--- config.mk ---
export PLATFORM = sky130hd
export DESIGN_NAME = card_select_ctrl
export DESIGN_NICKNAME = d
export VERILOG_FILES = /design/src/rtl/memgame_pkg.sv /design/src/rtl/btn_edge.sv /design/src/rtl/card_select_ctrl.sv
export SDC_FILE = /design/constraint.sdc
export NUM_CORES = 1
export LEC_CHECK = 0
export ABC_AREA = 1
export BUFFER_PORTS_ARGS = -buffer_cell sky130_fd_sc_hd__buf_2
export CAP_MARGIN = 20
export CORE_MARGIN = 2
export CORE_UTILIZATION = 54
export DETAILED_ROUTE_END_ITERATION = 8
export PLACE_DENSITY = 0.77
export SYNTH_ARGS = -nofsm -noshare
export SYNTH_HDL_FRONTEND = slang
export SYNTH_SLANG_ARGS = --single-unit
--- constraint.sdc ---
create_clock -name clock -period 2.7 [get_ports clock]
set_input_delay 0.54 -clock clock [delete_from_list [all_inputs] [get_ports clock]]
set_output_delay 0.54 -clock clock [all_outputs]
set_load 0.05 [all_outputs]
--- src/rtl/memgame_pkg.sv ---
// Shared types and constants for the memory card game datapath.
package memgame_pkg;

  localparam int GRID_W    = 6;
  localparam int GRID_H    = 6;
  localparam int NUM_CARDS = GRID_W * GRID_H;
  localparam int ADDR_W    = 6;

  typedef enum logic [2:0] {
    PICK1,
    PICK2,
    WAIT_CMP,
    SHOW,
    DONE
  } sel_state_t;

  localparam logic [1:0] PICK_NONE   = 2'd0;
  localparam logic [1:0] PICK_FIRST  = 2'd1;
  localparam logic [1:0] PICK_SECOND = 2'd2;

  function automatic logic [1:0] pick_code(input sel_state_t s);
    case (s)
      PICK1:   pick_code = PICK_FIRST;
      PICK2:   pick_code = PICK_SECOND;
      default: pick_code = PICK_NONE;
    endcase
  endfunction

endpackage

--- src/rtl/btn_edge.sv ---
// Rising-edge detector for a bank of synchronized button levels.
// History resets to all ones so a button held through reset is not a press.
module btn_edge #(
  parameter int WIDTH = 5
) (
  input  logic             clock,
  input  logic             reset_n,
  input  logic [WIDTH-1:0] level,
  output logic [WIDTH-1:0] rise
);

  logic [WIDTH-1:0] prev;

  always_ff @(posedge clock or negedge reset_n) begin
    if (!reset_n) prev <= '1;
    else          prev <= level;
  end

  assign rise = level & ~prev;

endmodule

--- src/rtl/card_select_ctrl.sv ---
// Cursor and card-selection front end of the memory game: moves a cursor over
// the board, issues two picks, waits for the comparator and tracks matches.
//
// state    | meaning
// ---------+------------------------------------------------------------
// PICK1    | cursor live, waiting for A on an unmatched card
// PICK2    | cursor live, waiting for A on a different unmatched card
// WAIT_CMP | both cards revealed, waiting for the comparator verdict
// SHOW     | mismatched pair held face-up for REVEAL_CYCLES cycles
// DONE     | every card matched; left only through reset
module card_select_ctrl #(
  parameter int GRID_W        = memgame_pkg::GRID_W,
  parameter int GRID_H        = memgame_pkg::GRID_H,
  parameter int ADDR_W        = memgame_pkg::ADDR_W,
  parameter int REVEAL_CYCLES = 50000000
) (
  input  logic                       clock,
  input  logic                       reset_n,
  input  logic                       btn_up,
  input  logic                       btn_down,
  input  logic                       btn_left,
  input  logic                       btn_right,
  input  logic                       btn_a,
  input  logic                       cmp_done,
  input  logic                       cmp_match,
  output logic [ADDR_W-1:0]          cursor_addr,
  output logic                       sel_pulse,
  output logic [1:0]                 input_state,
  output logic [ADDR_W-1:0]          card1_addr,
  output logic [ADDR_W-1:0]          card2_addr,
  output logic                       reveal,
  output logic [GRID_W*GRID_H-1:0]   matched_mask,
  output logic                       board_full
);

  import memgame_pkg::*;

  localparam int CARDS = GRID_W * GRID_H;
  localparam int CNT_W = $clog2(REVEAL_CYCLES + 1);
  localparam logic [ADDR_W-1:0] COL_MAX = ADDR_W'(GRID_W - 1);
  localparam logic [ADDR_W-1:0] ROW_MAX = ADDR_W'(GRID_H - 1);

  sel_state_t        state, state_nxt;
  logic [ADDR_W-1:0] row, col, row_nxt, col_nxt, cursor_nxt;
  logic [ADDR_W-1:0] card1_nxt, card2_nxt;
  logic [CARDS-1:0]  mask_nxt;
  logic [CNT_W-1:0]  cnt, cnt_nxt;
  logic [1:0]        pick_nxt;
  logic [4:0]        rise;
  logic              picking, sel_ok, accept;

  btn_edge #(.WIDTH(5)) u_btn_edge (
    .clock   (clock),
    .reset_n (reset_n),
    .level   ({btn_a, btn_right, btn_left, btn_down, btn_up}),
    .rise    (rise)
  );

  always_comb begin
    state_nxt = state;
    row_nxt   = row;
    col_nxt   = col;
    card1_nxt = card1_addr;
    card2_nxt = card2_addr;
    mask_nxt  = matched_mask;
    cnt_nxt   = cnt;

    picking = (state == PICK1) || (state == PICK2);
    sel_ok  = !matched_mask[cursor_addr] &&
              !((state == PICK2) && (cursor_addr == card1_addr));
    accept  = picking && rise[4] && sel_ok;

    // An A press in the same cycle as a move takes precedence; the move is lost.
    if (picking && !rise[4]) begin
      if (rise[0])      row_nxt = (row == '0) ? ROW_MAX : row - 1'b1;
      else if (rise[1]) row_nxt = (row == ROW_MAX) ? '0 : row + 1'b1;
      else if (rise[2]) col_nxt = (col == '0) ? COL_MAX : col - 1'b1;
      else if (rise[3]) col_nxt = (col == COL_MAX) ? '0 : col + 1'b1;
    end

    case (state)
      PICK1: begin
        if (accept) begin
          card1_nxt = cursor_addr;
          state_nxt = PICK2;
        end
      end
      PICK2: begin
        if (accept) begin
          card2_nxt = cursor_addr;
          state_nxt = WAIT_CMP;
        end
      end
      WAIT_CMP: begin
        if (cmp_done) begin
          if (cmp_match) begin
            mask_nxt[card1_addr] = 1'b1;
            mask_nxt[card2_addr] = 1'b1;
            state_nxt = (&mask_nxt) ? DONE : PICK1;
          end else begin
            cnt_nxt   = CNT_W'(REVEAL_CYCLES);
            state_nxt = SHOW;
          end
        end
      end
      SHOW: begin
        if (cnt == CNT_W'(1)) begin
          cnt_nxt   = '0;
          state_nxt = PICK1;
        end else begin
          cnt_nxt = cnt - 1'b1;
        end
      end
      DONE:    ;
      default: state_nxt = PICK1;
    endcase

    // During the select strobe the pick number reports the pick just made.
    pick_nxt   = accept ? pick_code(state) : pick_code(state_nxt);
    cursor_nxt = ADDR_W'(int'(row_nxt) * GRID_W + int'(col_nxt));
  end

  always_ff @(posedge clock or negedge reset_n) begin
    if (!reset_n) begin
      state        <= PICK1;
      row          <= '0;
      col          <= '0;
      cursor_addr  <= '0;
      sel_pulse    <= 1'b0;
      input_state  <= PICK_FIRST;
      card1_addr   <= '0;
      card2_addr   <= '0;
      matched_mask <= '0;
      cnt          <= '0;
    end else begin
      state        <= state_nxt;
      row          <= row_nxt;
      col          <= col_nxt;
      cursor_addr  <= cursor_nxt;
      sel_pulse    <= accept;
      input_state  <= pick_nxt;
      card1_addr   <= card1_nxt;
      card2_addr   <= card2_nxt;
      matched_mask <= mask_nxt;
      cnt          <= cnt_nxt;
    end
  end

  assign reveal     = (state == WAIT_CMP) || (state == SHOW);
  assign board_full = (state == DONE);

endmodule

==> impl_metrics.tcl <==
set metrics [dict create \
    post-route-util_pct 67.5 \
    crit_chain "inv_2 > ha_4 > nand4_1 > nand3_2 > a21oi_2 > o21ai_2 > o21ai_2 > ha_2 > fa_1 > ha_4 > nand2_2 > nand2_2 > a21oi_2 > xnor2_1 > nand3b_1 > nand2_1" \
    clock_latency_ns 0.36 \
    fmax_mhz 342 \
    synth_top_area_share_pct 37.2 \
    cts_tree "yes" \
    timing.final.crit_period_ns 2.92 \
    place_hpwl_um 12900 \
    cp.arrival_ns 3.17 \
    critPathBufInv 1 \
    place.gp.congestion 0.968 \
    criticalPathCategory "reg -> reg" \
    avgSynthCellArea_um2 7.40 \
    layout-drive-gt1-share_pct 22.9 \
    syn_to_final_growth_pct 20.8 \
    synth_area_leaders "dfrtp_1 (37%), nand2_1 (12%), inv_1 (6.2%)" \
    cts_made_buffers 9 \
    clock_sinks 102 \
    grt_use_total_pct 28.7 \
    status "finished with violations" \
    die-area_um2 12900 \
    min_path_type "in -> async" \
    place_inst 1119 \
    final_cell_count_no_fill 1149 \
    finalMaxSlewViolations 0 \
    rrSetupSlack_ns -0.22 \
    power_uw 8960 \
    overflow 0 \
    powerDensity_nw_per_um2 1150 \
    fin_crit_sh_pct 108 \
    drtPass1Iterations 7 \
    routed_via_density 5.49 \
    postPlaceCellArea_um2 7340 \
    skew_ns 0.00785 \
    path_max_fanout 3 \
    ys_ff_latch 102 \
    required_ns 2.95 \
    drt-initial-drc-count 636 \
    netlist_instances 874 \
    tightest_slew_ns 0.743 \
    crit_slowest_cell "fa_1" \
    antenna_found_initial 0 \
    post_drt_wl_per_cell_um 15.5 \
    async_flop_share_pct 100 \
    final_hold_viol_count 0 \
    regArea_um2 2560 \
    design_area_um2 7810 \
    diodes 0 \
    final_nets 1027 \
    syn-cell-area_um2 6460 \
    fin_ws_ns -0.223 \
    htreeDepth 3 \
    clockRootBuffer "clkbuf_16" \
    ys.flop_type "dfrtp_1" \
    multi_input_area_um2 3450 \
    grt_max_degree 57 \
    rows 39 \
    routed_wl_um 17800 \
    via_count 6312 \
    grt_pass1_wl_um 29100 \
    drv_cap 0 \
    slew_headroom_pct 50.5 \
    postCtsHoldBufs 0 \
    fp.dieW_um 113 \
    synth-edff-count 0 \
    cpLargestDelayFamily "adder cells" \
    end_kind "flop" \
    setup_viol 2 \
    max_stage_delay_ns 0.57 \
    critPathLaunchType "flop" \
    synth_cell_types 43 \
    io_buffers 67 \
    power_leakage_uw 0.00395 \
    die_height_um 113 \
    rsz0062_at_grt "true" \
    ant_nets 0 \
    fill_cells 980 \
    start_util_pct 55.9 \
    clock_path_buffers 2 \
    ys_warn_count 0 \
    drc 0 \
    yosysSeqAreaShare_pct 39.6 \
    yosys.area.top_type "dfrtp_1" \
    clk_pin_slew_ns 0.07 \
    violations "negative setup slack" \
    fp.coreArea_um2 11600 \
    syn-num-nets 900 \
    grt_pass1_vias 6053 \
    peakVddDrop_uv 934 \
    io_pins 68 \
]
[Yosys cell counts, types with 2 or more instances]
cell and n:
nor3_1 16, o21ai_1 15, buf_2 8, nand4_1 13
nor3_4 3, nor2_2 7, o21ai_0 53, nand2_1 213
xor2_1 24, a31oi_1 4, nor4_1 3, ha_1 15
nor3_2 5, dfrtp_1 96, nand3b_1 19, nor2_4 6
clkbuf_1 4, dfstp_2 6, buf_4 6, nand2_2 2
nand3_1 63, xnor2_1 8, nand3_2 4, a21oi_1 30
a22oi_1 6, fa_1 2, o22ai_1 7, o21a_1 16
nor2_1 82, inv_2 19, nor3b_1 2, inv_1 106
[placed cells by master, fill, tap and decap left out, types with 4 or more instances in the layout]
cell	Yosys	layout
o21ai_1	15	20
inv_1	106	103
nand3b_1	19	19
buf_4	6	67
nor3_2	5	5
o21ai_0	53	43
inv_2	19	22
buf_2	8	66
xor2_1	24	24
o22ai_1	7	7
ha_4	0	4
nand2_1	213	211
ha_1	15	10
nor2_1	82	76
a22oi_1	6	6
o21a_1	16	16
clkbuf_16	0	9
o21ai_2	0	4
nand2_2	2	4
a21oi_1	30	28
nor2_2	7	11
nand3_2	4	6
xnor2_1	8	8
nor3_1	16	16
nor2_4	6	8
dfrtp_1	96	95
a31oi_1	4	4
nand3_1	63	61
nand4_1	13	13
dfstp_2	6	6
[final timing paths]
check                        start                  to  cells after the start
max reg2reg                 row[1]      cursor_addr[5]                     16
min                        reset_n    matched_mask[19]                      1
min in group clock          btn_up  u_btn_edge.prev[0]                      1
max                         row[1]      cursor_addr[5]                     16
max in group asynchronous  reset_n      input_state[0]                      2
min reg2reg                cnt[11]             cnt[11]                      1
[worst register-to-register path, delay by kind of cell, from the launching register on]
| family | cells | cell delay, ns |
|---|---|---|
| AO/OA/AOI/OAI | 4 | 0.37 |
| AND/OR/NAND/NOR | 6 | 0.65 |
| flip-flops | 1 | 0.41 |
| adder cells (fa/ha/maj) | 4 | 1.11 |
| XOR/XNOR | 1 | 0.15 |
| buffers and inverters | 1 | 0.12 |
[registers in the layout, summed over array words and instances (netlist names), 5 cells and up]
| signal | flops |
|---|---|
| card1_addr | 6 |
| card2_addr | 6 |
| cnt | 26 |
| col | 6 |
| cursor_addr | 5 |
| matched_mask | 36 |
| row | 6 |
| u_btn_edge.prev | 5 |
[area by class of cell]
| cell class | count | share of cell area, % |
|---|---|---|
| tap | 143 | 2.29 |
| multi-input combinational | 627 | 44.2 |
| clock inverter | 1 | 0.0641 |
| sequential | 102 | 32.8 |
| clock buffer | 15 | 3.56 |
| inverter | 127 | 6.14 |
| timing repair buffer | 134 | 10.9 |
[what timing repair did]
action,CTS,global route
endpoints found under the setup margin,2,3
resized for setup,7,15
setup buffers,11,3
pin swaps,11,8
[where the power goes]
part	internal (uW)	leakage (uW)	switching, uW	total, uW
clock	701	0.000140	561	1260
combinational	1940	0.00255	3350	5290
sequential	1920	0.00126	485	2410
total	4560	0.00395	4400	8960
[cells by family (layout without fill, tap and decap cells)]
logic type      Yosys count  count (layout)  share of synthesized area (%)
fa+ha+maj                17              17                           3.52
buf+inv                 145             277                           8.96
compound gates          137             137                           11.9
flops                   102             102                           39.6
xor+xnor                 32              32                           4.34
simple gates            441             441                           31.6
[through the flow]
stage / hold slack (ns) / setup TNS, ns / worst slack [ns]
detailed placement: 0.469 / -0.442 / -0.296
finish: 0.224 / -0.256 / -0.223
CTS: 0.266 / -0.129 / -0.129
global route: 0.279 / -0.503 / -0.357
global placement: 0.464 / -0.293 / -0.216
floorplan: 0.244 / -0.0329 / -0.0329
[routing by layer]
layer / GRT usage (%) / share of wire, % / wire [um]
met1: 37.8 / 42 / 7480
met2: 45.7 / 46 / 8180
met3: 9.46 / 10 / 1830
met4: 8.05 / 1.9 / 345
met5: 0 / 0 / 0
Power figures use the tool's default switching activity.
